### config.mk
export PLATFORM = sky130hd
export DESIGN_NAME = dest_sel_pipe_flat
export DESIGN_NICKNAME = d
export VERILOG_FILES = /design/src/rtl/dest_sel_pipe_if.sv /design/src/rtl/dest_sel_pipe.sv /design/src/flat_wrapper.sv
export SDC_FILE = /design/constraint.sdc
export NUM_CORES = 1
export LEC_CHECK = 0
export CORE_MARGIN = 2
export CORE_UTILIZATION = 38
export DETAILED_ROUTE_END_ITERATION = 8
export GPL_TIMING_DRIVEN = 0
export PLACE_DENSITY = 0.84
export REMOVE_ABC_BUFFERS = 1
export SKIP_CTS_REPAIR_TIMING = 1
export SYNTH_ARGS = -nofsm -noshare
export SYNTH_HDL_FRONTEND = slang
export SYNTH_SLANG_ARGS = --single-unit
### constraint.sdc
create_clock -name clk -period 2.4 [get_ports clk]
set_input_delay 0.36 -clock clk [delete_from_list [all_inputs] [get_ports clk]]
set_output_delay 0.36 -clock clk [all_outputs]
set_load 0.005 [all_outputs]
### src/rtl/dest_sel_pipe_if.sv
// Bundle for the destination-select pipeline: decode-side inputs
// (rt/rd fields, select, write enable, stall/flush, source operands)
// and pipeline-side outputs (decode destination, per-stage
// address/valid, write-back address/enable, hazard vectors).
//   master : decode/control side, drives the inputs, observes the outputs
//   slave  : dest_sel_pipe side
interface dest_sel_pipe_if #(
  parameter int unsigned ADDR_W = 5,
  parameter int unsigned STAGES = 3
);
  logic [ADDR_W-1:0]        in1;
  logic [ADDR_W-1:0]        in2;
  logic [1:0]               sel;
  logic                     reg_write;
  logic                     stall;
  logic                     flush;
  logic [ADDR_W-1:0]        src_a;
  logic [ADDR_W-1:0]        src_b;
  logic [ADDR_W-1:0]        dest_address;
  logic [STAGES*ADDR_W-1:0] stage_dest;
  logic [STAGES-1:0]        stage_valid;
  logic [ADDR_W-1:0]        wb_dest;
  logic                     wb_we;
  logic [STAGES-1:0]        haz_a;
  logic [STAGES-1:0]        haz_b;
  logic                     haz_any;

  modport master (
    output in1, in2, sel, reg_write, stall, flush, src_a, src_b,
    input  dest_address, stage_dest, stage_valid, wb_dest, wb_we,
           haz_a, haz_b, haz_any
  );

  modport slave (
    input  in1, in2, sel, reg_write, stall, flush, src_a, src_b,
    output dest_address, stage_dest, stage_valid, wb_dest, wb_we,
           haz_a, haz_b, haz_any
  );
endinterface

### src/rtl/dest_sel_pipe.sv
// Destination-register select and tracking pipeline.
// Selects the write destination (rt, rd or the link register) in decode
// and carries it with its write-valid bit through STAGES pipeline stages
// (0 = EX .. STAGES-1 = WB), with stall and flush of the entering slot.
// Ports:
//   clk  - rising-edge clock
//   rst  - synchronous active-high reset (priority over stall/flush)
//   bus  - dest_sel_pipe_if.slave: decode inputs, stage/WB outputs,
//          hazard match vectors against src_a/src_b
// Optional feature macro: DEST_HAZARD_EN. When defined, haz_a/haz_b/
// haz_any compare each valid stage address against the source operands;
// when undefined they are tied to zero and no comparators exist.
module dest_sel_pipe #(
  parameter int unsigned ADDR_W   = 5,
  parameter int unsigned STAGES   = 3,
  parameter int unsigned LINK_REG = 31
) (
  input  logic              clk,
  input  logic              rst,
  dest_sel_pipe_if.slave    bus
);

  localparam logic [ADDR_W-1:0] LINK_ADDR = ADDR_W'(LINK_REG);

  logic [ADDR_W-1:0] addr_q [STAGES];
  logic [STAGES-1:0] valid_q;
  logic [ADDR_W-1:0] dest_sel;
  logic              v0;

  always_comb begin
    dest_sel = bus.in1;
    case (bus.sel)
      2'b01:   dest_sel = bus.in2;
      2'b10:   dest_sel = LINK_ADDR;
      default: dest_sel = bus.in1;
    endcase
  end

  // Register 0 is hard-wired, so a write to it is never tracked.
  assign v0 = bus.reg_write & ~bus.flush & (dest_sel != '0);

  always_ff @(posedge clk) begin
    if (rst) begin
      for (int unsigned k = 0; k < STAGES; k++) addr_q[k] <= '0;
      valid_q <= '0;
    end else if (!bus.stall) begin
      addr_q[0]  <= dest_sel;
      valid_q[0] <= v0;
      for (int unsigned k = 1; k < STAGES; k++) begin
        addr_q[k]  <= addr_q[k-1];
        valid_q[k] <= valid_q[k-1];
      end
    end else if (bus.flush) begin
      // Stalled flush: kill the occupant of stage 0 but keep its address.
      valid_q[0] <= 1'b0;
    end
  end

  always_comb begin
    bus.stage_dest = '0;
    for (int unsigned k = 0; k < STAGES; k++)
      bus.stage_dest[k*ADDR_W +: ADDR_W] = addr_q[k];
  end

  assign bus.dest_address = dest_sel;
  assign bus.stage_valid  = valid_q;
  assign bus.wb_dest      = addr_q[STAGES-1];
  assign bus.wb_we        = valid_q[STAGES-1];

`ifdef DEST_HAZARD_EN
  always_comb begin
    bus.haz_a = '0;
    bus.haz_b = '0;
    for (int unsigned k = 0; k < STAGES; k++) begin
      bus.haz_a[k] = valid_q[k] & (addr_q[k] == bus.src_a) & (bus.src_a != '0);
      bus.haz_b[k] = valid_q[k] & (addr_q[k] == bus.src_b) & (bus.src_b != '0);
    end
  end
  assign bus.haz_any = (|bus.haz_a) | (|bus.haz_b);
`else
  assign bus.haz_a   = '0;
  assign bus.haz_b   = '0;
  assign bus.haz_any = 1'b0;
`endif

endmodule

### src/flat_wrapper.sv
// flat-port wrapper written by rule: the top's interface ports become plain ports
module dest_sel_pipe_flat 
#(
  parameter int unsigned ADDR_W   = 5,
  parameter int unsigned STAGES   = 3,
  parameter int unsigned LINK_REG = 31
)
  (clk, rst, bus_in1, bus_in2, bus_sel, bus_reg_write, bus_stall, bus_flush, bus_src_a, bus_src_b, bus_dest_address, bus_stage_dest, bus_stage_valid, bus_wb_dest, bus_wb_we, bus_haz_a, bus_haz_b, bus_haz_any);
  dest_sel_pipe_if #(.ADDR_W(ADDR_W), .STAGES(STAGES)) bus_i ();
  input  logic clk;
  input  logic rst;
  input wire logic [$bits(bus_i.in1)-1:0] bus_in1;
  input wire logic [$bits(bus_i.in2)-1:0] bus_in2;
  input wire logic [$bits(bus_i.sel)-1:0] bus_sel;
  input wire logic [$bits(bus_i.reg_write)-1:0] bus_reg_write;
  input wire logic [$bits(bus_i.stall)-1:0] bus_stall;
  input wire logic [$bits(bus_i.flush)-1:0] bus_flush;
  input wire logic [$bits(bus_i.src_a)-1:0] bus_src_a;
  input wire logic [$bits(bus_i.src_b)-1:0] bus_src_b;
  output wire logic [$bits(bus_i.dest_address)-1:0] bus_dest_address;
  output wire logic [$bits(bus_i.stage_dest)-1:0] bus_stage_dest;
  output wire logic [$bits(bus_i.stage_valid)-1:0] bus_stage_valid;
  output wire logic [$bits(bus_i.wb_dest)-1:0] bus_wb_dest;
  output wire logic [$bits(bus_i.wb_we)-1:0] bus_wb_we;
  output wire logic [$bits(bus_i.haz_a)-1:0] bus_haz_a;
  output wire logic [$bits(bus_i.haz_b)-1:0] bus_haz_b;
  output wire logic [$bits(bus_i.haz_any)-1:0] bus_haz_any;
  assign bus_i.in1 = bus_in1;
  assign bus_i.in2 = bus_in2;
  assign bus_i.sel = bus_sel;
  assign bus_i.reg_write = bus_reg_write;
  assign bus_i.stall = bus_stall;
  assign bus_i.flush = bus_flush;
  assign bus_i.src_a = bus_src_a;
  assign bus_i.src_b = bus_src_b;
  assign bus_dest_address = bus_i.dest_address;
  assign bus_stage_dest = bus_i.stage_dest;
  assign bus_stage_valid = bus_i.stage_valid;
  assign bus_wb_dest = bus_i.wb_dest;
  assign bus_wb_we = bus_i.wb_we;
  assign bus_haz_a = bus_i.haz_a;
  assign bus_haz_b = bus_i.haz_b;
  assign bus_haz_any = bus_i.haz_any;
  dest_sel_pipe #(.ADDR_W(ADDR_W), .STAGES(STAGES), .LINK_REG(LINK_REG)) u_core (.clk(clk), .rst(rst), .bus(bus_i));
endmodule
==> results.tsv, run 1 <==
stage	metric	value	unit
power_and_ir_drop	Max VDD drop	0.000246	V
critical_path	Buf/Inv on CP	3	
detailed_routing	drt total wl	1800	µm
critical_path	slowest CP cell	clkdlybuf4s50_1	
layout	Nets	152	
critical_path	Worst EP arrival	1.97	ns
timing	Period minus WS final	2.33	ns
timing	Max Clk Rate	428	MHz
layout	Inserted Diodes	0	
hold_path	worst min path class	reg -> reg	
grt	largest net degree at the start of global routing	16	
placement	DP HPWL	1430	µm
grt	total grt overflow	0	
synthesis	number of flops mapped to enable cells by yosys	15	
power_and_ir_drop	P_leak	0.564	nW
critical_path	Worst EP required	2.04	ns
synthesis	sequential share of the synthesized area	53.3	%
timing	setup_tns	0	ns
synthesis	Yosys cell types	25	
clock_network	Clock Path Buffers	2	
timing	Final Cycle Share	97.3	%
timing	final number of max-transition violations	0	
synthesis	Synth Flop Type	edfxtp_1	
timing	Final Skew	0.00104	ns
run	Max-Cap Viols	0	
critical_path	critical-path cell list	clkdlybuf4s50_1, inv_1, ha_4, a211oi_2, nor2_1, clkdlybuf4s50_1	
layout	area delta synth->final	48.0	%
layout	final design utilization	58.2	%
floorplanning	die height	54.2	µm
clock_network	Root Driver	clkbuf_4	
grt	Tot GR Track Use	13.1	%
clock_network	later-pin clock latency in the skew report	0.29	ns
detailed_routing	drt drc	0	
layout	post-route cell area	0.00142	mm²
detailed_routing	final antenna-violating net count	0	
clock_network	CTS tree	yes	
placement	Area after DPL	0.00135	mm²
critical_path	crit end category	primary output	
grt	vias in the first global route	661	
timing	Final setup viols	0	
floorplanning	Core Area	0.00243	mm²
critical_path	Setup CP Type	in -> out	
power_and_ir_drop	Design Power	0.703	mW
power_and_ir_drop	Power Density	496	mW/mm²
critical_path	CP max stage delay	0.48	ns
placement	RePlAce Congestion	0.707	
synthesis	Cells after Synth	81	
placement	DP Cell Count	146	
floorplanning	Die Area	0.00294	mm²
detailed_routing	total number of vias	689	
detailed_routing	drt pass-1 iters	3	
grt	first-pass GRT wire length	2690	µm
clock_network	total CTS buffers	3	
floorplanning	I/O pin cnt	63	
floorplanning	DIE WIDTH	54.2	µm
synthesis	Post-Syn Area	957	µm²
layout	fin cells	152	
clock_network	CTS Sinks	18	
critical_path	CP max FO	9	
layout	layout cells sized above 1	13.9	%
placement	Port Buffers	45	
floorplanning	Rows	18	
run_status	status	complete, no violations	
synthesis	synthesized flop and latch total	18	
grt	initial antenna violation count	0	
floorplanning	initial core utilization	39.4	%
detailed_routing	drt wl/cell	11.8	µm
critical_path	CP top delay family	buffers and inverters	
timing	Least-Margin Pin Slew	0.663	ns
critical_path	Most common cell on crit path	clkdlybuf4s50_1	
synthesis	Synthesis Warnings	0	
critical_path	Startpoint Class	input pin	
clock_network	# H-tree levels	1	
synthesis	Mapped Avg Cell Area	11.8	µm²
detailed_routing	routed vias/inst	4.53	
synthesis	Async SR Flop Fraction	0	%
timing	Rel. slew slack	55.8	%
timing	Fin. Hold Viols	0	
clock_network	clock-pin slew on the worst setup and hold paths	0.09	ns
timing	RSZ-0062 raised after global routing	true	
detailed_routing	Iter 0 DRT Violations	4	
==> cell families (layout without fill, tap and decap cells) <==
family	after synthesis	after routing	synth area share, %
AOI/OAI and AO/OA	9	9	9.02
DFF	18	18	53.3
adders and majority gates	2	2	2.61
and+or+nand+nor	31	31	19.5
muxes	2	2	2.09
buffers and inverters	18	53	13.1
other	1	7	0.392
==> report_power, final <==
part,internal [mW],total [mW],switching [mW]
registers,0.361,0.370,0.00908
clock network,0.0647,0.153,0.0884
logic,0.113,0.180,0.0668
==> stage by stage <==
step,hold slack [ns],setup WS [ns]
final,0.482,0.0656
after floorplan,0.432,0.833
after global placement,0.460,-0.147
after detailed placement,0.470,-0.193
after global routing,0.516,-0.0486
after CTS,0.480,-0.192
==> Yosys cell counts (all sizes together) (3+ instances only) <==
| master | n | area share (%) |
|---|---|---|
| a211oi | 3 | 3.4 |
| and2 | 13 | 8.5 |
| nand2 | 4 | 1.6 |
| nor2b | 5 | 4.8 |
| dfxtp | 3 | 6.3 |
| edfxtp | 15 | 47 |
| a21oi | 3 | 2.4 |
| buf | 15 | 12 |
| nor2 | 6 | 2.6 |
==> metal layers <==
layer / track usage, % / vias to the layer above / share of wire (%)
met5: 0 / - / 0
met4: 7.50 / 0 / 1.9
met3: 2.78 / 5 / 7.6
met2: 24.9 / 39 / 51
met1: 12.8 / 306 / 39
li1: - / 339 / -
==> flip-flops by register name, indices dropped and copies added, names as in the netlist <==
name                    cells
u_core.bus.stage_valid      3
u_core.addr_q              15
==> path summary, 6_finish.rpt <==
kind	endpoint	slack [ns]	from	depth (start not counted)
hold reg to reg	u_core.bus.stage_valid[0]	0.48	u_core.bus.stage_valid[0]	2
setup / recovery	bus_dest_address[1]	0.07	bus_sel[0]	6
setup reg to reg	u_core.addr_q[0][10]	1.61	u_core.addr_q[0][5]	1
hold / removal	u_core.bus.stage_valid[0]	0.48	u_core.bus.stage_valid[0]	2
==> area by class of cell <==
cell class,instances,area (µm²)
Inverter,2,7.51
Multi-Input combinational cell,51,362
Fill cell,213,1020
Tap cell,30,37.5
Clock buffer,4,26.3
Timing Repair Buffer,47,473
Sequential cell,18,510
==> placed cells by master, fill, tap and decap left out, types with 2 or more instances in the layout <==
master / netlist / routed
a211oi_2: 2 / 2
conb_1: 1 / 7
clkbuf_4: 0 / 3
inv_1: 2 / 2
nand2_1: 4 / 4
clkdlybuf4s50_1: 0 / 42
nor2_1: 5 / 5
edfxtp_1: 15 / 15
dfxtp_1: 3 / 3
dlymetal6s2s_1: 0 / 3
nor4_1: 2 / 2
a21oi_2: 2 / 2
nor2b_4: 2 / 2
nor2b_1: 3 / 2
buf_4: 13 / 2
mux2i_1: 2 / 2
and2_1: 13 / 13
(Power assumes the default switching activity.)
==> inputs of run 2 (changes only) <==
- GPL_TIMING_DRIVEN: 0 -> not set
==> results.tsv, run 2 (same netlist as run 1, synthesis figures left out) <==
stage	metric	value	unit	change
grt	total grt overflow	0		unchanged
detailed_routing	final antenna-violating net count	0		unchanged
floorplanning	I/O pin cnt	63		unchanged
placement	Port Buffers	45		unchanged
clock_network	Root Driver	clkbuf_4		
grt	vias in the first global route	674		+2.0%
floorplanning	Die Area	0.00294	mm²	unchanged
layout	Nets	159		+4.6%
critical_path	crit end category	primary output		
critical_path	Startpoint Class	input pin		
grt	GRT busiest layer	met2		
layout	max FFs per register	15		unchanged
grt	first-pass GRT wire length	2650	µm	-1.6%
critical_path	Crit. Startpoint	bus_sel[0]		
layout	most common cell after layout, fill and taps aside	clkdlybuf4s50_1		
critical_path	Crit Reg-Reg Endpoint	u_core.addr_q[0][9]		
critical_path	reg-to-reg startpoint	u_core.addr_q[0][4]		
detailed_routing	Iter 0 DRT Violations	1		-3
timing	Final Skew	0.00553	ns	+0.00449 ns
detailed_routing	drt pass-1 iters	3		unchanged
grt	initial antenna violation count	0		unchanged
timing	Final Cycle Share	96.7	%	-0.53 points
detailed_routing	drt total wl	1780	µm	-0.72%
detailed_routing	drt wl/cell	11.2	µm	-5.1%
placement	Area after DPL	0.00142	mm²	+5.0%
layout	fin cells	159		+4.6%
timing	Least-Margin Pin Slew	0.562	ns	-0.101 ns
critical_path	CP max FO	9		unchanged
layout	Inserted Diodes	0		unchanged
timing	Fin Hold WS	0.494	ns	+0.0120 ns
critical_path	r2r setup slk	1.61	ns	about the same
floorplanning	initial core utilization	39.4	%	unchanged
timing	Period minus WS final	2.32	ns	-0.0128 ns
power_and_ir_drop	Clk pwr share	24.5	%	+2.7 points
detailed_routing	routed vias/inst	4.51		-0.52%
grt	largest net degree at the start of global routing	16		unchanged
layout	register ranked first by flip-flop count	u_core.addr_q		
power_and_ir_drop	Power Density	509	mW/mm²	+2.6%
floorplanning	die height	54.2	µm	unchanged
grt	GR met3 Demand/Resource	3.06	%	+0.28 points
clock_network	# H-tree levels	1		unchanged
critical_path	Worst Setup EP	bus_dest_address[0]		
grt	met1 usage	12.0	%	-0.74 points
floorplanning	Core Area	0.00243	mm²	unchanged
timing	Fin. Hold Viols	0		unchanged
timing	Max Clk Rate	431	MHz	+0.55%
timing	Final setup viols	0		unchanged
clock_network	later-pin clock latency in the skew report	0.29	ns	about the same
detailed_routing	total number of vias	717		+4.1%
critical_path	length in cells of the worst reg-to-reg path	1		unchanged
layout	area delta synth->final	53.5	%	
critical_path	Worst EP required	2.04	ns	about the same
detailed_routing	drt drc	0		unchanged
clock_network	Clock Path Buffers	2		unchanged
run_status	status	complete, no violations		
power_and_ir_drop	Max VDD drop	0.000234	V	-4.6%
timing	setup_tns	0	ns	unchanged
clock_network	clock-pin slew on the worst setup and hold paths	0.10	ns	about the same
power_and_ir_drop	internal power	0.580	mW	+7.6%
grt	Tot GR Track Use	12.6	%	-0.48 points
clock_network	CTS Sinks	18		unchanged
power_and_ir_drop	P_leak	0.576	nW	+2.1%
layout	layout cells sized above 1	18.6	%	+4.7 points
timing	final number of max-transition violations	0		unchanged
critical_path	Setup CP Type	in -> out		
placement	DP HPWL	1460	µm	+2.4%
floorplanning	Rows	18		unchanged
clock_network	total CTS buffers	3		unchanged
floorplanning	DIE WIDTH	54.2	µm	unchanged
critical_path	Worst EP arrival	1.96	ns	about the same
hold_path	worst min path class	reg -> reg		
clock_network	CTS tree	yes		
power_and_ir_drop	Flop pwr share	49.4	%	-3.2 points
layout	post-route cell area	0.00147	mm²	+3.7%
power_and_ir_drop	combinational share of power	26.1	%	+0.5 points
layout	final design utilization	60.4	%	+2.2 points
power_and_ir_drop	net switching power	0.168	mW	+2.3%
grt	met2 Resource Use GR	24.5	%	-0.40 points
layout	fill cell count	210		-1.4%
placement	DP Cell Count	155		+6.2%
layout	most frequent cells in the layout	45 x clkdlybuf4s50_1, 15 x edfxtp_1, 13 x and2_1		
power_and_ir_drop	sw frac	22.5	%	-0.90 points
run	Max-Cap Viols	0		unchanged
placement	RePlAce Congestion	0.717		+1.4%
timing	Rel. slew slack	62.4	%	+6.6 points
-- run 2: cell type report --
| class | count | area (µm²) | share of cell area, % |
|---|---|---|---|
| Sequential cell | 18 | 510 | 34.8 |
| Multi-Input combinational cell | 51 | 359 | 24.4 |
| Clock buffer | 4 | 36.3 | 2.47 |
| Inverter | 2 | 7.51 | 0.511 |
| Tap cell | 30 | 37.5 | 2.56 |
| Timing Repair Buffer | 54 | 518 | 35.3 |
-- run 2: power groups by stage --
stage                     Combinational (mW)  Sequential [mW]  Clock (mW)
after global routing                   0.212            0.373       0.201
after floorplan                       0.0574            0.380           0
after global placement                 0.188            0.376           0
after CTS                              0.193            0.370       0.188
after detailed placement               0.192            0.377           0
final                                  0.195            0.370       0.183
-- run 2: critical path, cell delays in order --
cell	delay (ns)
clkdlybuf4s50_1	0.47
inv_1	0.07
ha_4	0.28
nor2b_1	0.15
a21oi_2	0.12
clkdlybuf4s50_1	0.51
-- run 2: per-stage QoR --
step                power (mW)  setup WS (ns)
finish                   0.748         0.0784
global placement         0.564        -0.0795
floorplan                0.437          0.833
CTS                      0.751         -0.102
detailed placement       0.569        -0.0998
global route             0.786        -0.0153
-- run 2: how the worst min path moves through the flow --
stage | start | endpoint | cells after the start
6_report | u_core.bus.stage_valid[0] | u_core.bus.stage_valid[0] | 2
5_1_grt | u_core.bus.stage_valid[0] | u_core.bus.stage_valid[0] | 2
4_1_cts | u_core.bus.stage_valid[0] | u_core.bus.stage_valid[0] | 2
3_5_place_dp | u_core.bus.stage_valid[0] | u_core.bus.stage_valid[0] | 2
3_3_place_gp | u_core.bus.stage_valid[0] | u_core.bus.stage_valid[0] | 2
2_1_floorplan | rst | u_core.bus.stage_valid[1] | 1
-- run 2: layer usage --
| metal | routed length [µm] | up-vias | share of wire (%) |
|---|---|---|---|
| li1 | - | 354 | - |
| met1 | 627 | 321 | 35 |
| met2 | 956 | 38 | 54 |
| met3 | 181 | 4 | 10 |
| met4 | 17 | 0 | 0.95 |
| met5 | 0 | - | 0 |
==> inputs of run 3 (changes only) <==
- GPL_TIMING_DRIVEN: not set -> 0
- MAX_ROUTING_LAYER: not set -> met4
==> results.tsv, run 3 (same netlist as run 1, synthesis figures left out) <==
stage	metric	value	unit	change
run_status	status	complete, no violations		
detailed_routing	drt drc	0		unchanged
floorplanning	Core Area	0.00243	mm²	unchanged
critical_path	Setup CP Type	in -> out		
critical_path	Worst EP arrival	1.98	ns	+0.02 ns
timing	Fin. Hold Viols	0		unchanged
timing	Final Cycle Share	97.6	%	+0.90 points
grt	first-pass GRT wire length	2700	µm	+1.8%
timing	Period minus WS final	2.34	ns	+0.0217 ns
layout	post-route cell area	0.00142	mm²	-3.6%
critical_path	crit end category	primary output		
grt	vias in the first global route	659		-2.2%
clock_network	clock-pin slew on the worst setup and hold paths	0.09	ns	about the same
power_and_ir_drop	Design Power	0.702	mW	-6.1%
placement	Post-Place Setup Slack	-0.193	ns	-0.0935 ns
timing	Max Clk Rate	427	MHz	-0.93%
layout	layout cells sized above 1	13.9	%	-4.7 points
placement	Port Buffers	45		unchanged
power_and_ir_drop	Power Density	495	mW/mm²	-2.6%
layout	Nets	152		-4.4%
placement	Area after DPL	0.00135	mm²	-4.8%
timing	Final Skew	0.00119	ns	-0.00434 ns
detailed_routing	Iter 0 DRT Violations	4		+3
detailed_routing	routed vias/inst	4.53		+0.52%
floorplanning	initial core utilization	39.4	%	unchanged
clock_network	total CTS buffers	3		unchanged
clock_network	Clock Path Buffers	2		unchanged
critical_path	CP max stage delay	0.48	ns	-0.03 ns
floorplanning	Die Area	0.00294	mm²	unchanged
timing	Least-Margin Pin Slew	0.662	ns	+0.0997 ns
placement	DP HPWL	1430	µm	-2.3%
timing	final number of max-transition violations	0		unchanged
floorplanning	die height	54.2	µm	unchanged
critical_path	r2r setup slk	1.61	ns	about the same
detailed_routing	final antenna-violating net count	0		unchanged
critical_path	CP max FO	9		unchanged
layout	register area	510	µm²	unchanged
critical_path	Startpoint Class	input pin		
detailed_routing	drt pass-1 iters	2		-1
layout	final design utilization	58.2	%	-2.2 points
layout	most common cell after layout, fill and taps aside	clkdlybuf4s50_1		
layout	register ranked first by flip-flop count	u_core.addr_q		
layout	fill cell count	213		+1.4%
layout	area delta synth->final	48.0	%	
critical_path	Worst EP required	2.04	ns	about the same
placement	RePlAce Congestion	0.715		-0.24%
critical_path	slowest CP cell	clkdlybuf4s50_1		
layout	max FFs per register	15		unchanged
grt	Tot GR Track Use	13.5	%	+0.92 points
power_and_ir_drop	Max VDD drop	0.000245	V	+4.8%
critical_path	Most common cell on crit path	clkdlybuf4s50_1		
detailed_routing	drt total wl	1800	µm	+1.0%
timing	Worst Slack Setup Final	0.0567	ns	-0.0217 ns
critical_path	critical-path cell list	clkdlybuf4s50_1, inv_1, ha_4, a211oi_2, nor2_1, clkdlybuf4s50_1		
timing	RSZ-0062 raised after global routing	true		
timing	Rel. slew slack	55.9	%	-6.5 points
clock_network	CTS Sinks	18		unchanged
clock_network	later-pin clock latency in the skew report	0.29	ns	about the same
clock_network	# H-tree levels	1		unchanged
grt	total grt overflow	0		unchanged
power_and_ir_drop	P_leak	0.564	nW	-2.1%
clock_network	Root Driver	clkbuf_4		
floorplanning	Rows	18		unchanged
layout	most frequent cells in the layout	42 x clkdlybuf4s50_1, 15 x edfxtp_1, 13 x and2_1		
layout	area occupied by multi-input gates	362	µm²	+0.70%
floorplanning	I/O pin cnt	63		unchanged
clock_network	CTS tree	yes		
detailed_routing	drt wl/cell	11.8	µm	+5.7%
hold_path	worst min path class	reg -> reg		
run	Max-Cap Viols	0		unchanged
grt	initial antenna violation count	0		unchanged
grt	largest net degree at the start of global routing	16		unchanged
detailed_routing	total number of vias	689		-3.9%
floorplanning	DIE WIDTH	54.2	µm	unchanged
timing	Final setup viols	0		unchanged
layout	Inserted Diodes	0		unchanged
==> run 3: changes by cell type in the layout (fill, tap and decap cells not counted), sizes merged <==
cell	before	now
clkdlybuf4s50	45	42
dlymetal6s2s	0	3
buf	9	2
==> run 3: worst paths after layout <==
kind / start / cells after the start / end
setup / recovery: bus_sel[0] / 6 / bus_dest_address[1]
hold / removal: u_core.bus.stage_valid[0] / 2 / u_core.bus.stage_valid[0]
setup reg to reg: u_core.addr_q[0][5] / 1 / u_core.addr_q[0][10]
hold reg to reg: u_core.bus.stage_valid[0] / 2 / u_core.bus.stage_valid[0]
==> run 3: area by class of cell <==
type	count	area share, %
Clock buffer	4	1.86
Inverter	2	0.530
Multi-Input combinational cell	51	25.5
Sequential cell	18	36.0
Tap cell	30	2.65
Timing Repair Buffer	47	33.4
==> run 3: per-layer routing <==
metal | wire length, µm | up-vias | track usage, %
li1 | - | 339 | -
met1 | 716 | 306 | 13.3
met2 | 922 | 39 | 24.7
met3 | 127 | 5 | 2.50
met4 | 34 | 0 | 7.50
met5 | 0 | - | -
==> run 3: stage by stage <==
| step | hold WS (ns) | cells | setup TNS [ns] |
|---|---|---|---|
| 4_1_cts | 0.480 | 150 | -0.646 |
| 6_report | 0.482 | 152 | 0 |
| 3_3_place_gp | 0.460 | 146 | -0.464 |
| 3_5_place_dp | 0.470 | 146 | -0.590 |
| 5_1_grt | 0.516 | 152 | -0.0469 |
| 2_1_floorplan | 0.432 | 71 | 0 |
==> run 3: critical path: cells and delay by family <==
family          cells  cell delay [ns]
compound gates      1             0.24
fa+ha+maj           1             0.28
buf+inv             3             1.00
simple gates        1             0.08
==> run 3: report_power, final <==
group / total (mW) / switching, mW / internal [mW]
Sequential: 0.370 / 0.00906 / 0.361
Combinational: 0.180 / 0.0671 / 0.113
Clock: 0.152 / 0.0871 / 0.0647
==> edit 1 (settings of run 3) <==
`STAGES` is set to 3 in 3 places; all go to 2.
--- a/src/rtl/dest_sel_pipe_if.sv
+++ b/src/rtl/dest_sel_pipe_if.sv
@@ -7,5 +7,5 @@
 interface dest_sel_pipe_if #(
   parameter int unsigned ADDR_W = 5,
-  parameter int unsigned STAGES = 3
+  parameter int unsigned STAGES = 2
 );
   logic [ADDR_W-1:0]        in1;
--- a/src/rtl/dest_sel_pipe.sv
+++ b/src/rtl/dest_sel_pipe.sv
@@ -13,5 +13,5 @@
 module dest_sel_pipe #(
   parameter int unsigned ADDR_W   = 5,
-  parameter int unsigned STAGES   = 3,
+  parameter int unsigned STAGES   = 2,
   parameter int unsigned LINK_REG = 31
 ) (
--- a/src/flat_wrapper.sv
+++ b/src/flat_wrapper.sv
@@ -3,5 +3,5 @@
 #(
   parameter int unsigned ADDR_W   = 5,
-  parameter int unsigned STAGES   = 3,
+  parameter int unsigned STAGES   = 2,
   parameter int unsigned LINK_REG = 31
 )
Interface: changed (resized bus_haz_a, bus_haz_b, bus_stage_dest and bus_stage_valid); port bits go from 63 to 55. No check against the original RTL was run, so the function may have changed too.
==> edit 1 against run 3 <==
Utilization grew 7.1 points. Wire length decreased by 24%. Area after synthesis shrank 27%. Via count fell by 17%. Setup slack improved by 0.025 ns. Sequential cell count shrank 6. Total power is 20% lower. Hold slack improved by 0.0080 ns. Final area shrank 20%. Final cell count is 18% lower. Fmax up 1.1%. Combinational power fell by 12%. Critical path type unchanged.
==> edit 1: results (changes against run 3) <==
Status
  • Outcome: completed

Detailed routing
  • WL final: 1.366 mm (-24%)
  • Initial drt markers: 2 (-2)
  • TritonRoute pass-1 iters: 3 (+1)
  • Vias per cell: 4.560 (+0.60%)
  • Via count: 570 (-17%)

Power
  • Net switching power: 0.0001303 W (-20%)
  • Max rail drop VDD: 0.2828 mV (+15%)
  • Static Leak: 0.4531 nW (-20%)
  • Combinational power: 0.000159 W (-12%)
  • Total sequential power: 0.000249 W (-33%)

Yosys
  • Synth unique cells: 22 (-12%)
  • Cell count after synthesis: 64 (-21%)
  • Commonest cells post-synth: buf_4 (11), edfxtp_1 (10), and2_1 (8)

GRT
  • First-pass GRT wire length: 2.035 mm (-25%)
  • Pin count of the biggest net entering global routing: 11 (-5)
  • Gr usage total: 13.31% (-0.23 points)
  • Number of global-route vias before repair: 525 (-20%)

Placed design
  • Post-DP Area: 1046 sq um (-23%)
  • Placer Congestion: 0.6639 (-7.1%)
  • Dpl ws: -0.1767 ns (+0.01668 ns)
  • Placed cell count: 120 (-18%)
  • Detailed placement HPWL: 1.119 mm (-22%)
  • # port buffers: 39 (-13%)

Clock tree
  • CTS root buf: clkbuf_4
  • Clock insertion delay at the later pin of the skew report: 0.27 ns (-0.02 ns)

Setup path
  • Worst flop-to-flop path endpoint: u_core.addr_q[0][9]
  • R2r startpoint: u_core.addr_q[0][4]
  • Slowest Stage Delay on Critical Path: 0.53 ns (+0.05 ns)
  • CP arrival: 1.96 ns (-0.02 ns)

Cells and area
  • Nets@finish: 130 (-14%)
  • Multi-input logic area: 304.0 sq um (-16%)
  • Max reg flops: 10 (-5)
  • Share of cells above drive strength 1: 16.00% (+2.1 points)

Timing
  • Clk_skew: 0.006330 ns (+0.005141 ns)
[edit 1: worst max-delay path by stage]
stage / start / end / slack [ns] / depth (start not counted)
floorplan: bus_sel[0] / u_core.bus.stage_valid[0] / 0.83 / 6
global placement: bus_sel[0] / bus_dest_address[0] / -0.13 / 6
detailed placement: bus_sel[0] / bus_dest_address[3] / -0.18 / 6
CTS: bus_sel[0] / bus_dest_address[3] / -0.17 / 6
global route: bus_sel[0] / bus_dest_address[2] / 0.006 / 6
finish: bus_sel[0] / bus_dest_address[2] / 0.08 / 6
[edit 1: cell type report]
cell class | instances | share of cell area [%]
clock buffers | 4 | 3.219
well taps | 25 | 2.775
flip-flops and latches | 12 | 30.19
repair buffers | 40 | 36.18
inverters | 2 | 0.6659
multi-input cells | 42 | 26.97
[edit 1: cell families (layout without fill, tap and decap cells)]
group                    Yosys count  after routing  share of synthesized area (%)
AND/OR/NAND/NOR                   25             25                          19.39
buffers and inverters             14             46                          14.41
flip-flops                        12             12                          48.40
AO/OA/AOI/OAI                      9              9                          12.28
adder cells (fa/ha/maj)            2              2                          3.558
other                              1              5                         0.5333
multiplexers                       1              1                          1.424
[edit 1: stage by stage]
step / total power (W) / TNS, ns / hold slack (ns)
6_report: 0.0005640 / 0 / 0.4895
5_1_grt: 0.0005942 / 0 / 0.5257
4_1_cts: 0.0005605 / -0.5629 / 0.4929
3_5_place_dp: 0.0004055 / -0.5601 / 0.4895
3_3_place_gp: 0.0004011 / -0.3863 / 0.4562
2_1_floorplan: 0.0003062 / 0 / 0.4324
[edit 1: metal layers]
metal	wire (um)	part of all wire, %	global-route usage (%)
met5	0	0	-
met4	7	0.51	5.000
met3	122	8.9	2.308
met2	712	52	24.66
met1	524	38	13.81
==> edit 2 (config.mk and constraints of run 3) <==
Made on the original files. Reset style: asynchronous (`rst`), changed in one clocked block. Comments in the files are not updated.
--- a/src/rtl/dest_sel_pipe.sv
+++ b/src/rtl/dest_sel_pipe.sv
@@ -40,5 +40,5 @@
   assign v0 = bus.reg_write & ~bus.flush & (dest_sel != '0);
 
-  always_ff @(posedge clk) begin
+  always_ff @(posedge clk or posedge rst) begin
     if (rst) begin
       for (int unsigned k = 0; k < STAGES; k++) addr_q[k] <= '0;
Check against the original RTL: differs if rst is asserted again (counterexample within 4 cycles, from zero or initial values and one cycle with rst high); with rst held inactive, the same outputs for 10 cycles.
==> edit 2 against run 3 <==
Wire length grew 5.1%. Total power up 31%. Count of clock-buffer cells in the layout unchanged. Setup slack lost 0.019 ns. Clock power grew 14%. Largest cell class is now buffers. Die area down 2.1%. Area after synthesis shrank 2.2%. Sequential cell count is the same. Final area rose by 0.71%. Clock skew up 0.0016 ns.
==> edit 2: results (changes against run 3) <==
Placed design
  • Detailed placement HPWL: 1.416 mm (-0.75%)
  • Placer Congestion: 0.6946 (-2.9%)
  • Placed cell count: 143 (-2.1%)
  • Post-DP Area: 1336 sq um (-1.0%)

Clock tree
  • Clock insertion delay at the later pin of the skew report: 0.28 ns

Status
  • Outcome: completed

Cells and area
  • Max reg flops: 10 (-5)
  • Nets@finish: 151 (-0.66%)
  • Antenna diodes: 0 (unchanged)
  • Fillers: 178 (-16%)

Yosys
  • Mean Syn Cell Area: 11.85 sq um (+0.25%)
  • Async S/R FF share, synth: 100.0% (+100 points)
  • Post-synthesis sequential area ratio: 48.13% (-5.2 points)
  • Synth area leader: dfrtp_1
  • Synth area leaders: dfrtp_1 (48%), mux2_2 (18%), buf_4 (10%)
  • Synth unique cells: 19 (-24%)
  • Commonest cells post-synth: dfrtp_1 (18), mux2_2 (15), buf_4 (13)

Detailed routing
  • WL/cell: 12.70 um (+7.2%)
  • Vias per cell: 4.772 (+5.3%)
  • Initial drt markers: 1 (-3)
  • WL final: 1.892 mm (+5.1%)
  • TritonRoute pass-1 iters: 4 (+2)

Power
  • Static Leak: 0.6263 nW (+11%)
  • Max rail drop VDD: 0.3704 mV (+51%)

Setup path
  • Worst Path Max Fanout: 5 (-4)
  • Slowest Stage Delay on Critical Path: 0.53 ns (+0.05 ns)
  • CP arrival: 2.00 ns (+0.02 ns)

Worst hold path
  • Hold Crit Class: input pin to asynchronous set/reset pin

GRT
  • Pin count of the biggest net entering global routing: 22 (+6)
  • Number of global-route vias before repair: 657 (-0.30%)
  • First-pass GRT wire length: 2.746 mm (+1.8%)
  • Gr usage total: 13.37% (-0.16 points)

Timing
  • Clk_skew: 0.002761 ns (+0.001572 ns)
  • Slew HR: 45.12% (-11 points)
## edit 2: cell type report
class	instances	area [sq um]	share of cell area, %
flip-flops and latches	18	450.4	31.58
repair buffers	47	473.0	33.16
inverters	3	11.26	0.7895
clock buffers	4	36.28	2.544
well taps	28	35.03	2.456
multi-input cells	49	420.4	29.47
## edit 2: per-layer routing
layer / global-route usage, % / share of wire (%) / vias up
met5: - / 0 / -
met4: 2.564 / 0 / 0
met3: 3.611 / 9.5 / 0
met2: 23.25 / 51 / 33
met1: 15.53 / 39 / 342
li1: - / - / 336
## edit 2: path summary, 6_finish.rpt
kind	startpoint	to	slack, ns	cells past startpoint
max	bus_sel[1]	bus_dest_address[0]	0.04	6
min	rst	u_core.bus.stage_dest[9]	0.47	2
max reg2reg	u_core.bus.stage_valid[0]	u_core.bus.stage_valid[1]	1.62	1
min reg2reg	u_core.bus.stage_dest[0]	u_core.bus.stage_dest[0]	0.53	2
max in group asynchronous	rst	u_core.bus.wb_dest[2]	1.52	2
min in group clk	u_core.bus.stage_dest[0]	u_core.bus.stage_dest[0]	0.53	2
## edit 2: cells by family (layout without fill, tap and decap cells)
| logic type | after synthesis | in the layout | share of synthesized area [%] |
|---|---|---|---|
| AND/OR/NAND/NOR | 14 | 14 | 7.889 |
| buffers and inverters | 18 | 54 | 12.70 |
| flip-flops | 18 | 18 | 48.13 |
| AO/OA/AOI/OAI | 11 | 11 | 10.16 |
| adder cells (fa/ha/maj) | 2 | 2 | 2.673 |
| multiplexers | 15 | 15 | 18.05 |
| other | 1 | 7 | 0.4007 |
## edit 2: power by group
group	leakage [nW]	internal [W]	switching [W]	total [W]
clock	0.0210	0.0000921	0.0000823	0.000174
sequential	0.220	0.000359	0.0000401	0.000399
combinational	0.385	0.000238	0.000106	0.000344
## edit 2: per-stage QoR
stage | TNS (ns) | worst slack, ns
global placement | -0.5094 | -0.1640
floorplan | 0 | 0.8422
finish | 0 | 0.03794
detailed placement | -0.6562 | -0.1852
global route | -0.07033 | -0.05250
CTS | -0.6611 | -0.1852
